### config.mk
export PLATFORM = sky130hd
export DESIGN_NAME = or_event_monitor
export DESIGN_NICKNAME = d
export VERILOG_FILES = /design/src/rtl/or_event_monitor.sv
export SDC_FILE = /design/constraint.sdc
export NUM_CORES = 1
export LEC_CHECK = 0
export ABC_CLOCK_PERIOD_IN_PS = 2200
export BUFFER_PORTS_ARGS = -buffer_cell sky130_fd_sc_hd__buf_2
export CAP_MARGIN = 20
export CORE_MARGIN = 8
export CORE_UTILIZATION = 30
export CTS_BUF_LIST = sky130_fd_sc_hd__clkbuf_4 sky130_fd_sc_hd__clkbuf_8 sky130_fd_sc_hd__clkbuf_16
export CTS_CLUSTER_DIAMETER = 150
export DETAILED_ROUTE_END_ITERATION = 10
export PLACE_DENSITY = 0.54
export REMOVE_ABC_BUFFERS = 1
export SLEW_MARGIN = 10
export SYNTH_ARGS = -nofsm -noshare
export SYNTH_HDL_FRONTEND = slang
export SYNTH_SLANG_ARGS = --single-unit
### constraint.sdc
create_clock -name clk -period 2.2 [get_ports clk]
set_input_delay 0.44 -clock clk [delete_from_list [all_inputs] [get_ports clk]]
set_output_delay 0.44 -clock clk [all_outputs]
set_load 0.02 [all_outputs]
### src/rtl/or_event_monitor.sv
// ----------------------------------------------------------------------------
// or_event_monitor
//
// Watches the asynchronous output of an upstream 3-input OR stage and counts
// its rising edges. The input is brought into the clock domain through a
// flop chain, rising edges are detected against the previous synchronised
// value, and a small FSM imposes a hold-off window after every counted event
// followed by a wait for the input to return low. This gives one count per
// OR-stage assertion even if the input is noisy or stays high for a long time.
//
// A saturating event counter with a sticky overflow flag is exposed live.
// A single-entry snapshot register with a req/ack handshake allows a consumer
// to capture the count at a chosen instant and read it at leisure.
//
// Parameters
//   SYNC_STAGES  synchroniser depth on y_in (2..4)
//   HOLDOFF      cycles spent ignoring the input after an event (1..255)
//   CNT_W        width of count and snap_count
//
// Ports
//   clk          clock, all state changes on the rising edge
//   rst_n        asynchronous active-low reset
//   y_in         asynchronous OR-stage output being monitored
//   enable       1 = armed, 0 = idle (count/snapshot retained)
//   clr          synchronous clear of count and overflow
//   snap_req     one-cycle request to capture count
//   snap_ack     consumer acknowledge, frees the snapshot register
//   count        live event count (saturating)
//   overflow     sticky flag, set by an event arriving at saturation
//   event_pulse  one-cycle strobe per counted event
//   snap_valid   snapshot register holds a value
//   snap_count   captured count, stable while snap_valid is high
//   state        FSM state: 0 idle, 1 armed, 2 hold, 3 wait-low
// ----------------------------------------------------------------------------
module or_event_monitor #(
    parameter int unsigned SYNC_STAGES = 2,
    parameter int unsigned HOLDOFF     = 4,
    parameter int unsigned CNT_W       = 8
) (
    input  logic             clk,
    input  logic             rst_n,
    input  logic             y_in,
    input  logic             enable,
    input  logic             clr,
    input  logic             snap_req,
    input  logic             snap_ack,
    output logic [CNT_W-1:0] count,
    output logic             overflow,
    output logic             event_pulse,
    output logic             snap_valid,
    output logic [CNT_W-1:0] snap_count,
    output logic [1:0]       state
);

    // ------------------------------------------------------------------------
    // Local constants and types
    // ------------------------------------------------------------------------
    // Hold-off counter is loaded with HOLDOFF-1 so the FSM spends exactly
    // HOLDOFF cycles in StHold (it leaves on the cycle the counter reads 0).
    localparam logic [7:0]       HOLD_LOAD = 8'(HOLDOFF - 1);
    localparam logic [CNT_W-1:0] CNT_MAX   = '1;

    typedef enum logic [1:0] {
        StIdle    = 2'd0,
        StArmed   = 2'd1,
        StHold    = 2'd2,
        StWaitLow = 2'd3
    } state_e;

    // ------------------------------------------------------------------------
    // Signals
    // ------------------------------------------------------------------------
    logic [SYNC_STAGES-1:0] sync_q, sync_d;
    logic                   y_s;
    logic                   y_prev_q;
    logic                   rise;

    state_e                 state_q, state_d;
    logic [7:0]             hold_cnt_q, hold_cnt_d;
    logic                   event_hit;

    logic [CNT_W-1:0]       count_q, count_d;
    logic                   overflow_q, overflow_d;
    logic                   event_pulse_q, event_pulse_d;

    logic                   snap_valid_q, snap_valid_d;
    logic [CNT_W-1:0]       snap_count_q, snap_count_d;

    // ------------------------------------------------------------------------
    // Input synchroniser and rise detector
    // ------------------------------------------------------------------------
    // y_in enters at bit 0 and leaves at the top bit.
    always_comb begin
        sync_d = {sync_q[SYNC_STAGES-2:0], y_in};
    end

    assign y_s  = sync_q[SYNC_STAGES-1];
    assign rise = y_s & ~y_prev_q;

    always_ff @(posedge clk or negedge rst_n) begin
        if (!rst_n) begin
            sync_q   <= '0;
            y_prev_q <= 1'b0;
        end else begin
            sync_q   <= sync_d;
            y_prev_q <= y_s;
        end
    end

    // ------------------------------------------------------------------------
    // FSM: state register
    // ------------------------------------------------------------------------
    always_ff @(posedge clk or negedge rst_n) begin
        if (!rst_n) begin
            state_q <= StIdle;
        end else begin
            state_q <= state_d;
        end
    end

    // An event is only ever recognised while armed and still enabled; rises
    // in any other state (notably during hold-off) are discarded.
    assign event_hit = enable && (state_q == StArmed) && rise;

    // ------------------------------------------------------------------------
    // FSM: next-state logic
    // ------------------------------------------------------------------------
    always_comb begin
        state_d = state_q;
        if (!enable) begin
            state_d = StIdle;
        end else begin
            unique case (state_q)
                StIdle: begin
                    state_d = StArmed;
                end
                StArmed: begin
                    if (rise) begin
                        state_d = StHold;
                    end
                end
                StHold: begin
                    if (hold_cnt_q == 8'd0) begin
                        state_d = StWaitLow;
                    end
                end
                StWaitLow: begin
                    // Re-arm only once the input has been seen low, so a
                    // steady-high input is counted once.
                    if (!y_s) begin
                        state_d = StArmed;
                    end
                end
                default: begin
                    state_d = StIdle;
                end
            endcase
        end
    end

    // ------------------------------------------------------------------------
    // Hold-off counter
    // ------------------------------------------------------------------------
    always_comb begin
        hold_cnt_d = hold_cnt_q;
        if (!enable) begin
            hold_cnt_d = 8'd0;
        end else if (event_hit) begin
            hold_cnt_d = HOLD_LOAD;
        end else if ((state_q == StHold) && (hold_cnt_q != 8'd0)) begin
            hold_cnt_d = hold_cnt_q - 8'd1;
        end
    end

    always_ff @(posedge clk or negedge rst_n) begin
        if (!rst_n) begin
            hold_cnt_q <= 8'd0;
        end else begin
            hold_cnt_q <= hold_cnt_d;
        end
    end

    // ------------------------------------------------------------------------
    // Event counter, overflow flag and event strobe
    // ------------------------------------------------------------------------
    always_comb begin
        count_d       = count_q;
        overflow_d    = overflow_q;
        event_pulse_d = event_hit;
        if (clr) begin
            // Clear wins over an increment landing on the same edge.
            count_d    = '0;
            overflow_d = 1'b0;
        end else if (event_hit) begin
            if (count_q == CNT_MAX) begin
                overflow_d = 1'b1;
            end else begin
                count_d = count_q + 1'b1;
            end
        end
    end

    always_ff @(posedge clk or negedge rst_n) begin
        if (!rst_n) begin
            count_q       <= '0;
            overflow_q    <= 1'b0;
            event_pulse_q <= 1'b0;
        end else begin
            count_q       <= count_d;
            overflow_q    <= overflow_d;
            event_pulse_q <= event_pulse_d;
        end
    end

    // ------------------------------------------------------------------------
    // Snapshot register with req/ack handshake
    // ------------------------------------------------------------------------
    // While valid, only an ack is acted on; a request arriving alongside the
    // ack is dropped rather than recapturing.
    always_comb begin
        snap_valid_d = snap_valid_q;
        snap_count_d = snap_count_q;
        if (snap_valid_q) begin
            if (snap_ack) begin
                snap_valid_d = 1'b0;
            end
        end else if (snap_req) begin
            snap_valid_d = 1'b1;
            snap_count_d = count_q;
        end
    end

    always_ff @(posedge clk or negedge rst_n) begin
        if (!rst_n) begin
            snap_valid_q <= 1'b0;
            snap_count_q <= '0;
        end else begin
            snap_valid_q <= snap_valid_d;
            snap_count_q <= snap_count_d;
        end
    end

    // ------------------------------------------------------------------------
    // FSM / block outputs
    // ------------------------------------------------------------------------
    always_comb begin
        state       = state_q;
        count       = count_q;
        overflow    = overflow_q;
        event_pulse = event_pulse_q;
        snap_valid  = snap_valid_q;
        snap_count  = snap_count_q;
    end

endmodule

==> reports/metrics.cfg <==
[synth]
ys.warnings.count = 0
synthSimpleGateAreaFrac = 0.161
synth_fa_ha_area_frac = 0.0497
avgSynthCellArea_um2 = 10.7
synthesis.instances = 141
synth_edf_count = 0
synth_area_leaders = dfrtp_1, ha_1, nor2_1
ys_seq_area_frac = 0.530
synth_top_family_by_area = simple AND/OR/NAND/NOR gates
yosys.area.top_type = dfrtp_1
synth.distinct_cells = 34
synthTopCellsByCount = dfrtp_1, nor2_1, nand2_1
synth_compound_area_frac = 0.124
synth_xor_area_frac = 0.0348
synthesis.area_um2 = 1510
yosysMostFrequentCell = dfrtp_1
synth-main-ff-cell = dfrtp_1
synth_top_area_frac = 0.530
synthArstFlopShare = 1.00
synth.mux.area_fraction = 0.0712
ys_seq_elements = 32

[floorplanning]
die_y_um = 87.0
rows = 26
dieArea_um2 = 7570
die_w_um = 87.0
core-area_um2 = 4980
start_util = 0.304
io_pins = 28

[clock_tree]
htreeDepth = 2
hold_buffers = 0
post_cts_resized = 0
ctsLongestPathBuffers = 2
cts_setup_buffers = 0
cts_root_buf = clkbuf_8
clock-sinks = 32
path_clk_slew_ns = 0.07
cts-buffers-inserted = 5
clk_latency_ns = 0.28
cts_tree = yes

[timing]
relSlewSlack = 0.523
rsz0062_at_grt = false
drv_slew = 0
fin_worst_skew_ns = 0.00302
setup_violations = 0
setup_slack_ns = 0.143
fin_tns_setup_ns = 0
tightest_slew_ns = 0.716
fin_crit_ns = 2.06
clock.fmax_mhz = 486
finalHoldViolations = 0
min_period_over_period = 0.935

[grt]
grt_pass1_wl_um = 5760
first_global_vias = 1223
gr-total-overflow = 0
grt_max_degree = 33
gr-usage-all-layers = 0.0973
antenna_found_initial = 0

[pwr]
power_density_nw_per_um2 = 950
total_power_uw = 1750
vdd_drop_max_uv = 377
p_leak_uw = 0.000909

[placed_design]
dp_hpwl_um = 2380
port_buffers = 27
dp.cells = 237
dp_slack_ns = 0.164
globalplace.congestion = 0.749

[drt]
wl_met1_um = 1500
drc = 0
via_count = 1128
via_per_inst = 4.60
firstDrtPassIters = 4
post_drt_wl_per_cell_um = 13.4
highest_layer = met4
drtIter0Drc = 51
dr_wl_met2_um = 1550
drtAntennaViolNets = 0
dr_wl_met3_um = 211
wirelength_um = 3270

[final_layout]
fillCellCount = 498
stdcell_count = 245
nets = 187
utilization = 0.371
drive_gt1_frac = 0.251
n_antenna_cell = 0
area_growth_pct = 22.2

[setup_path]
critPathLaunchType = flop
required_ns = 2.42
worstPathMaxFanout = 6
worstSetupPathType = flop to flop
cp.arrival_ns = 2.27
endpoint_kind = flop

[min_path]
hold_class = input pin to asynchronous set/reset pin

[status]
status = finished, final reports clean

[job]
cap_violations = 0

[placed cells by master, fill, tap and decap left out, drive strengths merged]
cell type  netlist  final
dfrtp           32     32
buf              1     28
nor2            19     19
nand2           11     11
inv             10     10
mux2             6      6
ha               6      6
clkbuf           1      6
a21oi            5      5
o21ai            4      4
xor2             4      4
nor3             4      4
mux2i            4      4
nand2b           3      3
nand4b           2      2
nand3b           2      2
a311oi           2      2
xnor2            2      2
o2111ai          2      2
nor4             2      2
nand3            2      2
a211oi           2      2
a31oi            2      2
o31ai            2      2
o211ai           2      2
or3              1      1
or4b             1      1
o21a             1      1
a221o            1      1
a2111oi          1      1
a31o             1      1
and2             1      1
o21bai           1      1
and4b            1      1
bufinv           0      1
clkinv           0      1
[flip-flops by register name (all words and copies together), names as in the netlist]
register	cells
count	8
hold_cnt_q	8
snap_count	8
state	2
sync_q	2
event_pulse	1
overflow	1
snap_valid	1
y_prev_q	1
[cells by family (layout without fill, tap and decap cells)]
kind of cell / after synthesis / after routing
AND/OR/NAND/NOR: 49 / 49
flip-flops: 32 / 32
AO/OA/AOI/OAI: 26 / 26
buffers and inverters: 12 / 46
multiplexers: 10 / 10
adder cells (fa/ha/maj): 6 / 6
XOR/XNOR: 6 / 6
[power by group]
part	internal, µW	switching (µW)
Clock	348	214
Sequential	646	60.6
Combinational	210	275
[worst max-delay path, cell delays in order, from the launching register on]
cell and delay (ns):
dfrtp_1 0.42, inv_1 0.10, ha_1 0.18, or4b_4 0.49, o21a_4 0.24, a2111oi_1 0.42
a31o_1 0.15
[final timing paths]
kind                                      startpoint                        end  slack, ns  cells past startpoint
max in group asynchronous                      rst_n  snap_count[4]$_DFFE_PN0P_       1.54                      1
min reg2reg                      sync_q[0]$_DFF_PN0_        sync_q[1]$_DFF_PN0_       0.35                      0
min                                            rst_n       state[1]$_DFFE_PN0P_       0.21                      1
max reg2reg                hold_cnt_q[0]$_DFFE_PN0P_       state[0]$_DFFE_PN0P_       0.14                      6
min in group clk                                y_in        sync_q[0]$_DFF_PN0_       0.27                      1
max                        hold_cnt_q[0]$_DFFE_PN0P_       state[0]$_DFFE_PN0P_       0.14                      6
[stage by stage]
stage               area, µm²  hold slack [ns]
finish                   1850            0.208
global route             1850            0.242
CTS                      1850            0.236
detailed placement       1730            0.336
global placement         1730            0.334
floorplan                1500            0.144
[area by class of cell]
class	instances	area [µm²]	area share
Sequential cell	32	801	0.434
Multi-Input combinational cell	97	667	0.361
Timing Repair Buffer	28	143	0.0772
Tap cell	70	87.6	0.0474
Clock buffer	6	76.3	0.0413
Inverter	10	37.5	0.0203
Clock inverter	2	35.0	0.0190
[layer usage]
layer | up-vias | GRT usage
met3 | 2 | 0.0443
met2 | 23 | 0.155
met5 | - | 0
li1 | 563 | -
met4 | 0 | 0.0329
met1 | 540 | 0.113
(Power assumes the default switching activity.)
